==> src/rtl/fetch_unit_pkg.sv <==
// Shared definitions for the dual-issue fetch stage.
package fetch_unit_pkg;

    // RISC-V canonical NOP (addi x0, x0, 0)
    localparam logic [31:0] NOP = 32'h0000_0013;

    // Two 4-byte instructions are fetched per packet
    localparam logic [31:0] PC_STEP = 32'd8;

    typedef enum logic [1:0] {
        BOOT = 2'd0,
        RUN  = 2'd1,
        HALT = 2'd2
    } fetch_state_e;

endpackage

==> src/rtl/fetch_unit.sv <==
// Dual-issue fetch: owns the PC, addresses the ROM and pairs its registered
// two-word output with the PCs the data belongs to.
module fetch_unit
    import fetch_unit_pkg::*;
#(
    parameter logic [31:0] RESET_PC = 32'h0000_0000,
    parameter int          ROM_AW   = 10
) (
    input  logic              clk,
    input  logic              rst_n,
    input  logic              stall,
    input  logic              redirect_valid,
    input  logic [31:0]       redirect_pc,
    output logic [ROM_AW-1:0] rom_addr,
    input  logic [31:0]       rom_instr1,
    input  logic [31:0]       rom_instr2,
    output logic              if_valid,
    output logic              if_valid2,
    output logic [31:0]       if_pc1,
    output logic [31:0]       if_pc2,
    output logic [31:0]       if_instr1,
    output logic [31:0]       if_instr2,
    output logic              halted,
    output logic [31:0]       fetch_cnt
);

    fetch_state_e state_q, state_d;
    logic [31:0]  pc_f_q, pc_f_d;   // address being read from the ROM this cycle
    logic [31:0]  pc_d_q, pc_d_d;   // address whose data is on rom_instr*
    logic [31:0]  fetch_cnt_q, fetch_cnt_d;
    logic         redir_bad;
    logic         accept;

    assign redir_bad = redirect_valid && (redirect_pc[1:0] != 2'b00);
    assign accept    = if_valid && !stall && !redirect_valid;

    // State register
    always_ff @(posedge clk or negedge rst_n) begin
        if (!rst_n) state_q <= BOOT;
        else        state_q <= state_d;
    end

    // Next-state: BOOT lasts one cycle, a misaligned redirect halts for good
    always_comb begin
        state_d = state_q;
        case (state_q)
            BOOT:    state_d = RUN;
            RUN:     if (redir_bad) state_d = HALT;
            HALT:    state_d = HALT;
            default: state_d = BOOT;
        endcase
    end

    // Outputs: packet valid only in RUN and not squashed by a redirect;
    // ROM address chosen so that a stall re-reads the word already shown
    always_comb begin
        if_valid = 1'b0;
        rom_addr = pc_d_q[ROM_AW+1:2];
        case (state_q)
            BOOT: rom_addr = pc_f_q[ROM_AW+1:2];
            RUN: begin
                if_valid = !redirect_valid;
                if (redirect_valid) rom_addr = redirect_pc[ROM_AW+1:2];
                else if (stall)     rom_addr = pc_d_q[ROM_AW+1:2];
                else                rom_addr = pc_f_q[ROM_AW+1:2];
            end
            default: rom_addr = pc_d_q[ROM_AW+1:2];
        endcase
    end

    // ROM's addr+1 wraps to word 0 at the top, so slot 2 is dropped there
    assign if_valid2 = if_valid && (pc_d_q[ROM_AW+1:2] != {ROM_AW{1'b1}});
    assign if_pc1    = pc_d_q;
    assign if_pc2    = pc_d_q + 32'd4;
    assign if_instr1 = rom_instr1;
    assign if_instr2 = rom_instr2;
    assign halted    = (state_q == HALT);
    assign fetch_cnt = fetch_cnt_q;

    // Next PC pair and packet counter
    always_comb begin
        pc_f_d      = pc_f_q;
        pc_d_d      = pc_d_q;
        fetch_cnt_d = fetch_cnt_q + {31'd0, accept};
        case (state_q)
            BOOT: begin
                pc_d_d = pc_f_q;
                pc_f_d = pc_f_q + PC_STEP;
            end
            RUN: begin
                if (redirect_valid) begin
                    // Misaligned target: freeze PCs, FSM moves to HALT
                    if (!redir_bad) begin
                        pc_d_d = redirect_pc;
                        pc_f_d = redirect_pc + PC_STEP;
                    end
                end else if (!stall) begin
                    pc_d_d = pc_f_q;
                    pc_f_d = pc_f_q + PC_STEP;
                end
            end
            default: ;
        endcase
    end

    // PC and counter registers
    always_ff @(posedge clk or negedge rst_n) begin
        if (!rst_n) begin
            pc_f_q      <= RESET_PC;
            pc_d_q      <= RESET_PC;
            fetch_cnt_q <= 32'd0;
        end else begin
            pc_f_q      <= pc_f_d;
            pc_d_q      <= pc_d_d;
            fetch_cnt_q <= fetch_cnt_d;
        end
    end

endmodule

==> config.mk <==
export PLATFORM = sky130hd
export DESIGN_NAME = fetch_unit
export DESIGN_NICKNAME = d
export VERILOG_FILES = /design/src/rtl/fetch_unit_pkg.sv /design/src/rtl/fetch_unit.sv
export SDC_FILE = /design/constraint.sdc
export NUM_CORES = 1
export LEC_CHECK = 0
export BUFFER_PORTS_ARGS = -buffer_cell sky130_fd_sc_hd__buf_2
export CAP_MARGIN = 20
export CORE_MARGIN = 2
export CORE_UTILIZATION = 45
export CTS_CLUSTER_DIAMETER = 40
export CTS_CLUSTER_SIZE = 30
export DETAILED_ROUTE_END_ITERATION = 8
export HOLD_SLACK_MARGIN = 0.12
export PLACE_DENSITY_LB_ADDON = 0.1
export SLEW_MARGIN = 20
export SYNTH_ARGS = -nofsm -noshare
export SYNTH_HDL_FRONTEND = slang
export SYNTH_SLANG_ARGS = --single-unit
==> constraint.sdc <==
create_clock -name clk -period 2.62 [get_ports clk]
set_input_delay 0.524 -clock clk [delete_from_list [all_inputs] [get_ports clk]]
set_output_delay 0.524 -clock clk [all_outputs]
set_load 0.01 [all_outputs]
* After elaboration in Yosys (flattened, before gate mapping)
Cells that the tools add are included.
** Word-level totals
- Output and inout bits :: 173
- Register bits :: 98
- Bits of input ports :: 100
- Logic and storage cells :: 38
** Operators by class
- Reductions and logical operators :: 10
- Add/sub/neg operators :: 4
- Muxes and demuxes :: 14
- Equality and inequality tests :: 6
** Operators with widths (count)
- two-way mux 32 bit :: 6
- one-hot mux 32 bit (2 select lines) :: 2
- adder 32 x 4 -> 32 bit (second input constant) :: 2
- adder 32 x 1 -> 32 bit :: 1
- adder 32 x 3 -> 32 bit (second input constant) :: 1
- two-way mux 10 bit :: 2
- one-hot mux 10 bit (2 select lines) :: 1
- != test 10 bit (second input constant) :: 1
- != test 3 bit (second input constant) :: 2
- one-hot mux 2 bit (3 select lines) :: 1
- logical AND 1 bit :: 4
- nonzero test 2 bit :: 2
- AND reduction 3 bit :: 1
- == test 2 x 1 -> 1 bit (second input constant) :: 1
- == test 2 bit (second input constant) :: 1
- zero test 1 bit :: 2
- zero test 2 bit :: 1
- two-way mux 2 bit :: 1
- != test 2 bit (second input constant) :: 1
- two-way mux 1 bit :: 1

* Logic depth before layout (Yosys ltp)
Gate-level depths: netlist (run 1).
- Word-level depth :: 5
- Mapped depth :: 11

* Worst setup path before layout (run 1)
Ideal clock, no wire load.
- Path type :: reg2reg
- Start :: register state_q[1]
- End :: register fetch_cnt_q[30] (netlist: fetch_cnt[30])
- Clock period less this slack :: 2.740 ns
- Setup time :: 0.125 ns
- Path slack :: -0.120 ns
- Arrival :: 2.614 ns
- Cell stages (with the launch flop) :: 12
- Required time :: 2.495 ns
- Path buffers :: 1
- Path through :: dfrtp_1 -> inv_1 -> ha_1 -> buf_2 -> nor3b_2 -> ha_1 -> ha_1 -> and4_1 -> nor4b_2 -> nor2b_1 -> nand4_1 -> xnor2_1
** Between the ends
- Word-level cells in the longest chain between the ends :: 5
** Ends and longest elaborated chain
- start: declaration :: RTL line fetch_unit.sv:27 : fetch_state_e state_q, state_d;
- start signal: assignment :: RTL line fetch_unit.sv:40 : else state_q <= state_d;
- == test 2 x 1 -> 1 bit :: RTL line fetch_unit.sv:59 : case (state_q)
- two-way mux 1 bit :: RTL line fetch_unit.sv:59
- logical AND 1 bit (2 in series) :: RTL line fetch_unit.sv:35 : assign accept = if_valid && !stall && !redirect_valid;
- adder 32 x 1 -> 32 bit :: RTL line fetch_unit.sv:84 : fetch_cnt_d = fetch_cnt_q + {31'd0, accept};
- via fetch_cnt_d[30] :: RTL line fetch_unit.sv:30 : logic [31:0] fetch_cnt_q, fetch_cnt_d;
- end signal: assignment :: RTL line fetch_unit.sv:115 : fetch_cnt_q <= fetch_cnt_d;
- end: declaration :: RTL line fetch_unit.sv:30
The timed path passes the listed nets, and every way through them passes these cells.
A chain may end at the register's enable or synchronous reset.

* Worst setup path in the final report (run 1)
- Start :: register state_q[1]
- End :: output rom_addr[6]
** Between the ends
- Word-level cells in the longest chain between the ends :: 2
- Elaborated cells between the ends (all ways) :: 3
- Classes of those cells :: eq/ne: 1; mux: 1; reduce/logical: 1
** Ends and longest elaborated chain
- == test 2 x 1 -> 1 bit / zero test 2 bit (equally long branches) :: RTL line fetch_unit.sv:59
- one-hot mux 10 bit (2 select lines) (*) :: RTL line fetch_unit.sv:59
- end: declaration :: RTL line fetch_unit.sv:14 : output logic [ROM_AW-1:0] rom_addr,
Every way passes the cells marked *; elsewhere a longest branch is shown, timed or not.

==> metrics, run 1 <==
vias=approximately 6300; global route overflow=0; reg-to-reg slack, setup=0.08 ns; fin crit period=2.59 ns; Slew HR=0.570; Post-synth ARST share=1.00; register area share after synthesis=0.369; reg-to-reg endpoint=fetch_cnt[30]; Post-Place Cell Area=~7300 um2; R2R Path Start=state_q[1]; Slew @ Worst Pin=between 0.6 and 0.7 ns; Seq pwr share=0.327; DRT Pass-1 Iters=8; Setup Skew=~0.011 ns; number of flops mapped to enable cells by yosys=0; sw frac=0.459; fin nets=a little over 1000; Die W=approximately 130 um; Max FO, Critical Path=6; synthesized flop and latch total=slightly below 100; Critical Path Source Type=flip-flop; critical path class=flip-flop to output pin; Sw Pwr=around 3900 uW; Commonest cells post-synth=nand2_1, dfrtp_1, buf_4; WHS=around 0.41 ns; Avg Inst Size Synth=about 8.4 um2; distinct cell type count after synthesis=approximately 60; CTS tree=yes; CP delay by family, top=compound AO/OA/AOI/OAI gates; Crit path buffers/inverters=4; CTS root buf=clkbuf_16; Die ar.=around 16000 um2; Final setup viols=0; hold crit path type=primary input to flip-flop; core area=around 14000 um2; GRT Total Usage=0.258; count leader, synth=nand2_1; Port-buffer cells=between 100 and 150; post-synthesis cell count=around 800; Post-route DRC=0; wire length per cell=a little under 20 um; worst path cell trace=inv_2 -> ha_4 -> buf_6 -> nor2b_4 -> a21o_4 -> a222oi_1 -> inv_1 -> buf_2; Critical Path RT=roughly 2.1 ns; PD cells=between 1000 and 1500 nW/um2; Clock Power Share=0.147; Combinational Power Share=0.526; share of cells above drive strength 1=0.284; RePlAce Congestion=around 0.86; clk_lat worst skew=0.35 ns; clk buf depth=2; Detail Placement HPWL=15400 um; post-synth top area cell=dfrtp_1; Max Slew Vio Count=0; Critical Path Source=state_q[1]; Worst setup EP type=output pin; CP max-delay cell=dfrtp_1; initial cell density of the core=0.459; Max H-tree Level=3; P&R area growth vs syn=18.5%; Fill cells=about 1400; mapped cell area=about 6600 um2; CTS buffer count=9; row count=44; largest net degree at the start of global routing=63; Worst R2R Path Depth=10; Pint=around 4600 uW; vias in the first global route=roughly 6000; RSZ-0062 raised after global routing=true; Worst-path clk slew=0.06 ns; Total Wirelength=around 21000 um; CP Capture Point=rom_addr[6]; Mapped Nets=roughly 900; final hold viol count=0; first-pass GRT wire length=around 33000 um; Synth Warn #=0; Final Instance Area=~7900 um2; CP peak stage delay=~0.37 ns; initial drt markers=about 560; critical path depth=8; max-cap violations=0; maximum clock rate=0.385 GHz; Max VDD drop=between 0.0008 and 0.0009 V; top_reg_cell synth=dfrtp_1; Arr. time, crit path=2.07 ns; Area contributors post-synth=dfrtp_1, buf_4, nand2_1, xnor2_1, xor2_1; Clock Sinks=a little under 100; die height=between 100 and 150 um; period utilization=0.990; leakage power=around 0.0036 uW; run status=finished clean; I/O pin cnt=~270; top-area cell type share of the netlist area=0.369; antenna viol nets, final=0; initial antenna violation count=2; routed vias/inst=around 5.8
## final cells by class
class	instances	area, um2	share of cell area
multi-input cells	569	3640	0.462
flip-flops and latches	98	2460	0.312
repair buffers	200	1190	0.151
clock buffers	12	246	0.0313
well taps	184	230	0.0293
inverters	19	71.3	0.00906
clock inverters	4	27.5	0.00350
diodes	2	5.00	0.000636
## worst min path at each step
| stage | slack (ns) | to | cells after the start | start |
|---|---|---|---|---|
| after floorplan | 0.23 | fetch_cnt[0] | 0 | rst_n |
| after global placement | 0.33 | fetch_cnt[6] | 1 | rst_n |
| after detailed placement | 0.33 | fetch_cnt[6] | 1 | rst_n |
| after CTS | 0.40 | pc_f_q[2] | 3 | redirect_pc[2] |
| after global routing | 0.44 | pc_f_q[2] | 3 | redirect_pc[2] |
| final | 0.41 | pc_f_q[2] | 3 | redirect_pc[2] |
## power groups by stage
stage | sequential [uW] | clock, uW | combinational, uW
after floorplan | 2720 | 0 | 2520
after global placement | 2740 | 0 | 4110
after detailed placement | 2760 | 0 | 4180
after CTS | 2740 | 1280 | 4270
after global routing | 2860 | 1350 | 4940
final | 2800 | 1250 | 4500
## logic make-up after synthesis
| logic type | Yosys count | synth area share |
|---|---|---|
| AOI/OAI and AO/OA | 126 | 0.127 |
| xor gates and xnor gates | 81 | 0.107 |
| adders and majority gates | 9 | 0.0170 |
| buffers and inverters | 121 | 0.108 |
| DFF | 98 | 0.369 |
| muxes | 1 | 0.00170 |
| and+or+nand+nor | 351 | 0.271 |
## sequential cells by signal, indices dropped and copies added (netlist names)
signal,cells
if_pc1,32
fetch_cnt,32
state_q,2
pc_f_q,32
## worst reg2reg max path: stages, from the launching register on
cell     delay, ns
dfrtp_1       0.40
inv_2         0.11
ha_4          0.15
nor3b_4       0.34
ha_2          0.29
ha_4          0.13
and4_1        0.21
nor4b_4       0.24
nor2b_4       0.27
nand4_1       0.12
xnor2_1       0.20
## placed cells by master, fill, tap and decap left out, types with 7 or more instances in the layout
master	count
buf_2	143
nand2_1	120
dfrtp_1	93
nor2_1	63
buf_4	51
xnor2_1	46
nand3_1	37
a31oi_1	36
xor2_1	34
nand4_1	32
a21oi_1	23
o21ai_0	19
inv_1	18
nor3_1	17
and3_1	15
and4_1	11
a222oi_1	9
and2_1	9
clkbuf_16	9
nor4_1	7
a211oi_1	7
## routing by layer
layer / GRT usage / part of all wire / up-vias
met5: 0 / 0 / -
met4: 0.0948 / 0.025 / 0
met3: 0.0402 / 0.059 / 46
met2: 0.401 / 0.46 / 261
met1: 0.366 / 0.45 / 3066
li1: - / - / 2975
## stage by stage
step / util / std cells / total power, uW / TNS (ns) / setup slack [ns]
after detailed placement: 0.503 / 1051 / 6940 / -0.0702 / -0.0491
final: 0.543 / 1088 / 8550 / 0 / 0.0251
after global routing: 0.543 / 1088 / 9150 / -0.413 / -0.0824
after floorplan: - / 787 / 5240 / 0 / 0.0465
after CTS: 0.526 / 1070 / 8290 / -0.253 / -0.0544
after global placement: 0.503 / 1051 / 6850 / 0 / 0.00544
## timing repair
| action | CTS | global route |
|---|---|---|
| hold endpoints to repair | 3 | 0 |
| hold buffers | 1 | 0 |
| pin swaps | 2 | 14 |
| setup buffers | 1 | 16 |
| cloned | 1 | 0 |
| setup endpoints to repair | 22 | 32 |
| gates resized for setup | 10 | 25 |
Power figures use the tool's default switching activity.
==> run 2: changes to the inputs <==
--- a/config.mk
+++ b/config.mk
@@ -7,8 +7,10 @@
 export LEC_CHECK = 0
 export BUFFER_PORTS_ARGS = -buffer_cell sky130_fd_sc_hd__buf_2
 export CAP_MARGIN = 20
+export CELL_PAD_IN_SITES_DETAIL_PLACEMENT = 1
+export CELL_PAD_IN_SITES_GLOBAL_PLACEMENT = 2
 export CORE_MARGIN = 2
-export CORE_UTILIZATION = 45
+export CORE_UTILIZATION = 25
 export CTS_CLUSTER_DIAMETER = 40
 export CTS_CLUSTER_SIZE = 30
 export DETAILED_ROUTE_END_ITERATION = 8
==> metrics, run 2 (synthesized netlist as in run 1, its figures left out) <==
run status=finished, violations left; maximum clock rate=0.379 GHz; antenna viol nets, final=0; TNS Setup=-0.0191 ns; met3 wire len=1050 um; Final setup viols=1; Met2 Routed Length=about 12000 um; clk buf depth=2; Port-buffer cells=around 140; Worst setup EP type=output pin; final hold viol count=0; row count=between 50 and 60; Post-route DRC=0; PD cells=1090 nW/um2; Die ar.=~28000 um2; Met1 Wirelength=12600 um; multi-input logic area=between 3000 and 4000 um2; Max FO, Critical Path=5; leakage power=0.00370 uW; # placed instances=~1200; DRT Pass-1 Iters=7; vias in the first global route=around 6700; CTS tree=yes; RSZ-0062 raised after global routing=true; Detail Placement HPWL=between 15000 and 20000 um; Total Wirelength=approximately 27000 um; Setup Skew=between 0.01 and 0.015 ns; GRT Total Usage=0.189; hold crit path type=primary input to async pin; wire length per cell=approximately 21 um; CTS buffer count=9; n_diodes=0; I/O pin cnt=273; global route overflow=0; Final Non-Filler Cells=approximately 1300; Slew @ Worst Pin=between 0.7 and 0.8 ns; largest net degree at the start of global routing=63; Top Metal Used=met4; P&R area growth vs syn=24.8%; CP peak stage delay=0.44 ns; RePlAce Congestion=roughly 0.81; routed vias/inst=5.15; initial drt markers=about 430; die height=~170 um; share of cells above drive strength 1=0.308; period utilization=1.01; commonest non-fill, non-tap cells in the layout=buf_2, nand2_1, dfrtp_1; vias=6481; critical path class=flip-flop to output pin; clk_lat worst skew=roughly 0.36 ns; Arr. time, crit path=2.12 ns; Die W=around 170 um; Critical Path Source=state_q[0]; core area=about 26000 um2; CP max-delay cell=dfrtp_1; initial cell density of the core=0.255; Critical Path Source Type=flip-flop; max-cap violations=0; final worst slack=-0.0191 ns; most common cell after layout, fill and taps aside=buf_2; Critical Path RT=~2.1 ns; initial antenna violation count=0; Worst R2R Path Depth=11; Clock Sinks=slightly below 100; fin nets=roughly 1000; Slew HR=0.516; register area=around 2500 um2; failing checks=setup timing; first-pass GRT wire length=41400 um; fin crit period=2.64 ns; worst path cell trace=ha_4 -> nor3b_4 -> buf_6 -> or2_4 -> a222oi_1 -> inv_1 -> buf_2; pre-CTS WS=-0.166 ns; CTS root buf=clkbuf_16; cts hold-fix bufs=0; Fill cells=3093; final core utilization=0.318; Max H-tree Level=3; Max VDD drop=between 0.0005 and 0.0006 V; R2R Path Start=state_q[1]; Max Slew Vio Count=0; Worst-path clk slew=0.08 ns
-- run 2: layout make-up --
type,instances,share of cell area
multi-input cells,570,0.446
well taps,335,0.0506
clock buffers,10,0.0276
flip-flops and latches,98,0.296
inverters,19,0.00860
clock inverters,6,0.00785
repair buffers,220,0.162
-- run 2: metal layers --
| metal | track usage | up-vias |
|---|---|---|
| li1 | - | 3010 |
| met1 | 0.265 | 3275 |
| met2 | 0.307 | 164 |
| met3 | 0.0280 | 32 |
| met4 | 0.0442 | 0 |
| met5 | 0 | - |
-- run 2: worst max-delay path, delay by kind of cell (launching register included) --
kind | cells | cell delay (ns)
adder cells (fa/ha/maj) | 1 | 0.20
AND/OR/NAND/NOR | 2 | 0.46
AO/OA/AOI/OAI | 1 | 0.30
buffers and inverters | 3 | 0.36
flip-flops | 1 | 0.44
-- run 2: report_power, final --
part | switching (uW) | leakage (uW) | total (uW) | internal, uW
Clock | 647 | 0.000143 | 1390 | 747
Combinational | 2810 | 0.00233 | 4780 | 1970
Sequential | 779 | 0.00122 | 2830 | 2050
Total | 4240 | 0.00370 | 9000 | 4770
-- run 2: metrics by stage --
step	hold WS [ns]	power [uW]	area, um2
global placement	0.452	7140	7600
global route	0.181	9730	8290
floorplan	0.228	5240	6660
finish	0.140	9000	8290
CTS	0.160	8920	8090
detailed placement	0.464	7240	7600
-- run 2: worst paths after layout --
kind,end,slack [ns]
hold / removal,fetch_cnt[8],0.14
setup / recovery,rom_addr[5],-0.02
setup reg to reg,fetch_cnt[24],0
hold reg to reg,fetch_cnt[31],0.46
max in group asynchronous,if_pc1[14],1.70
min in group clk,pc_f_q[2],0.43
-- run 2: timing repair --
action / 4_1_cts / 5_1_grt
setup endpoints to repair: 33 / 27
endpoints found under the hold margin: 0 / 0
pin swaps: 8 / 14
cloned: 2 / 0
buffers inserted: 10 / 12
gates resized for setup: 26 / 23
==> run 3: changes to the inputs <==
--- a/config.mk
+++ b/config.mk
@@ -5,12 +5,12 @@
 export SDC_FILE = /design/constraint.sdc
 export NUM_CORES = 1
 export LEC_CHECK = 0
-export BUFFER_PORTS_ARGS = -buffer_cell sky130_fd_sc_hd__buf_2
+export BUFFER_PORTS_ARGS = -buffer_cell sky130_fd_sc_hd__buf_4
 export CAP_MARGIN = 20
 export CELL_PAD_IN_SITES_DETAIL_PLACEMENT = 1
 export CELL_PAD_IN_SITES_GLOBAL_PLACEMENT = 2
 export CORE_MARGIN = 2
-export CORE_UTILIZATION = 25
+export CORE_UTILIZATION = 29
 export CTS_CLUSTER_DIAMETER = 40
 export CTS_CLUSTER_SIZE = 30
 export DETAILED_ROUTE_END_ITERATION = 8
==> constraint.sdc (replaced) <==
create_clock -name clk -period 3.4 [get_ports clk]
set_input_delay 0.68 -clock clk [delete_from_list [all_inputs] [get_ports clk]]
set_output_delay 0.68 -clock clk [all_outputs]
set_load 0.01 [all_outputs]
==> metrics, run 3 (synthesized netlist as in run 1, its figures left out) <==
P&R area growth vs syn=19.2%; leakage power=0.00342 uW; most common cell after layout, fill and taps aside=buf_4; reg-to-reg slack, setup=between 0.3 and 0.4 ns; run status=finished clean; Combinational Power Share=0.494; Max Slew Vio Count=0; vias=slightly above 6000; first-pass GRT wire length=38000 um; period utilization=0.914; Fill cells=~2700; Worst-path clk slew=~0.070 ns; Detail Placement HPWL=about 18000 um; Slew HR=0.410; Die ar.=between 20000 and 25000 um2; PD cells=863 nW/um2; Final setup viols=0; Setup Skew=between 0.01 and 0.015 ns; n_diodes=0; Die W=between 150 and 200 um; Post-route DRC=0; worst path cell trace=inv_1 -> ha_1 -> nor3b_4 -> buf_4 -> or2_2 -> a222oi_1 -> inv_1 -> buf_4; Arr. time, crit path=~2.4 ns; row count=between 50 and 60; core area=roughly 23000 um2; global route overflow=0; Clock Power Share=0.174; largest net degree at the start of global routing=65; CP Capture Point=rom_addr[7]; Slew @ Worst Pin=0.884 ns; Sw Pwr=roughly 3100 uW; final hold viol count=0; Crit path buffers/inverters=4; TNS Setup=0 ns; Max FO, Critical Path=11; CP delay by family, top=simple AND/OR/NAND/NOR gates; DRT Pass-1 Iters=6; CTS buffer count=9; die height=155 um; R2R Path Start=state_q[1]; RSZ-0062 raised after global routing=false; CP max-delay cell=or2_2; Port-buffer cells=about 140; Critical Path Source Type=flip-flop; share of cells above drive strength 1=0.224; reg-to-reg endpoint=fetch_cnt[30]; final core utilization=0.351; Worst setup EP type=output pin; CP peak stage delay=just under 0.4 ns; hold crit path type=primary input to async pin; GRT Total Usage=0.201; maximum clock rate=0.322 GHz; multi-input logic area=~3500 um2; initial cell density of the core=0.294; clk buf depth=2; critical path depth=8; Clock Sinks=98; sw frac=0.449; clk_lat worst skew=0.36 ns; max-cap violations=0; critical path class=flip-flop to output pin; I/O pin cnt=~270; Critical Path Source=state_q[1]; vias in the first global route=approximately 6400; # placed instances=approximately 1100; Max H-tree Level=3; Max VDD drop=roughly 0.00058 V; fin crit period=~3.1 ns; Critical Path RT=approximately 2.7 ns; CTS tree=yes; Worst R2R Path Depth=11; CTS root buf=clkbuf_16; Seq pwr share=0.332; initial antenna violation count=0; Total Wirelength=roughly 24000 um; antenna viol nets, final=0; initial drt markers=approximately 320; register area=~2500 um2; Final Non-Filler Cells=between 1000 and 1500; commonest non-fill, non-tap cells in the layout=buf_4, nand2_1, dfrtp_1; fin nets=963; routed vias/inst=between 5 and 6; RePlAce Congestion=0.805; Pint=3770 uW; wire length per cell=~21 um
## run 3: cell types whose count changed in the layout (fill, tap and decap cells not counted), sizes merged
cell | previous run | this run
a21o | 3 | 2
buf | 220 | 158
bufinv | 1 | 3
clkinvlp | 1 | 0
inv | 21 | 19
or2 | 2 | 1
## run 3: power by group through the flow
| stage | Sequential [uW] | Clock (uW) | Combinational, uW |
|---|---|---|---|
| final | 2270 | 1190 | 3380 |
| after global routing | 2340 | 1280 | 3720 |
| after CTS | 2260 | 1220 | 3410 |
| after detailed placement | 2280 | 0 | 3400 |
| after global placement | 2260 | 0 | 3350 |
| after floorplan | 2090 | 0 | 1940 |
## run 3: repair_timing
item                       in CTS  in global routing
setup endpoints to repair       0                  9
gates resized for setup         0                  3
buffers inserted                0                  0
hold buffers                    0                  0
## run 3: layer usage
layer  track usage  share of wire
met1         0.281           0.47
met2         0.325           0.47
met3        0.0265          0.040
met4        0.0625          0.018
met5             0              0
## run 3: final cells by class
| class | instances | area share |
|---|---|---|
| clock inverters | 5 | 0.0131 |
| multi-input cells | 568 | 0.441 |
| well taps | 285 | 0.0450 |
| repair buffers | 158 | 0.153 |
| inverters | 19 | 0.00901 |
| flip-flops and latches | 98 | 0.310 |
| clock buffers | 10 | 0.0289 |
## run 3: how the worst min path moves through the flow
stage | cells past startpoint | slack [ns] | to
floorplan | 0 | 0.38 | fetch_cnt[0]
global placement | 1 | 0.46 | fetch_cnt[31]
detailed placement | 1 | 0.47 | fetch_cnt[31]
CTS | 1 | 0.47 | fetch_cnt[7]
global route | 1 | 0.50 | fetch_cnt[8]
finish | 1 | 0.43 | fetch_cnt[7]
## run 3: through the flow
step	instance area, um2	hold slack, ns	worst slack [ns]	total power (uW)
2_1_floorplan	6640	0.384	0.660	4040
3_3_place_gp	7570	0.457	0.275	5610
3_5_place_dp	7570	0.468	0.224	5680
4_1_cts	7900	0.469	0.124	6900
5_1_grt	7920	0.497	0.0269	7340
6_report	7920	0.429	0.293	6840
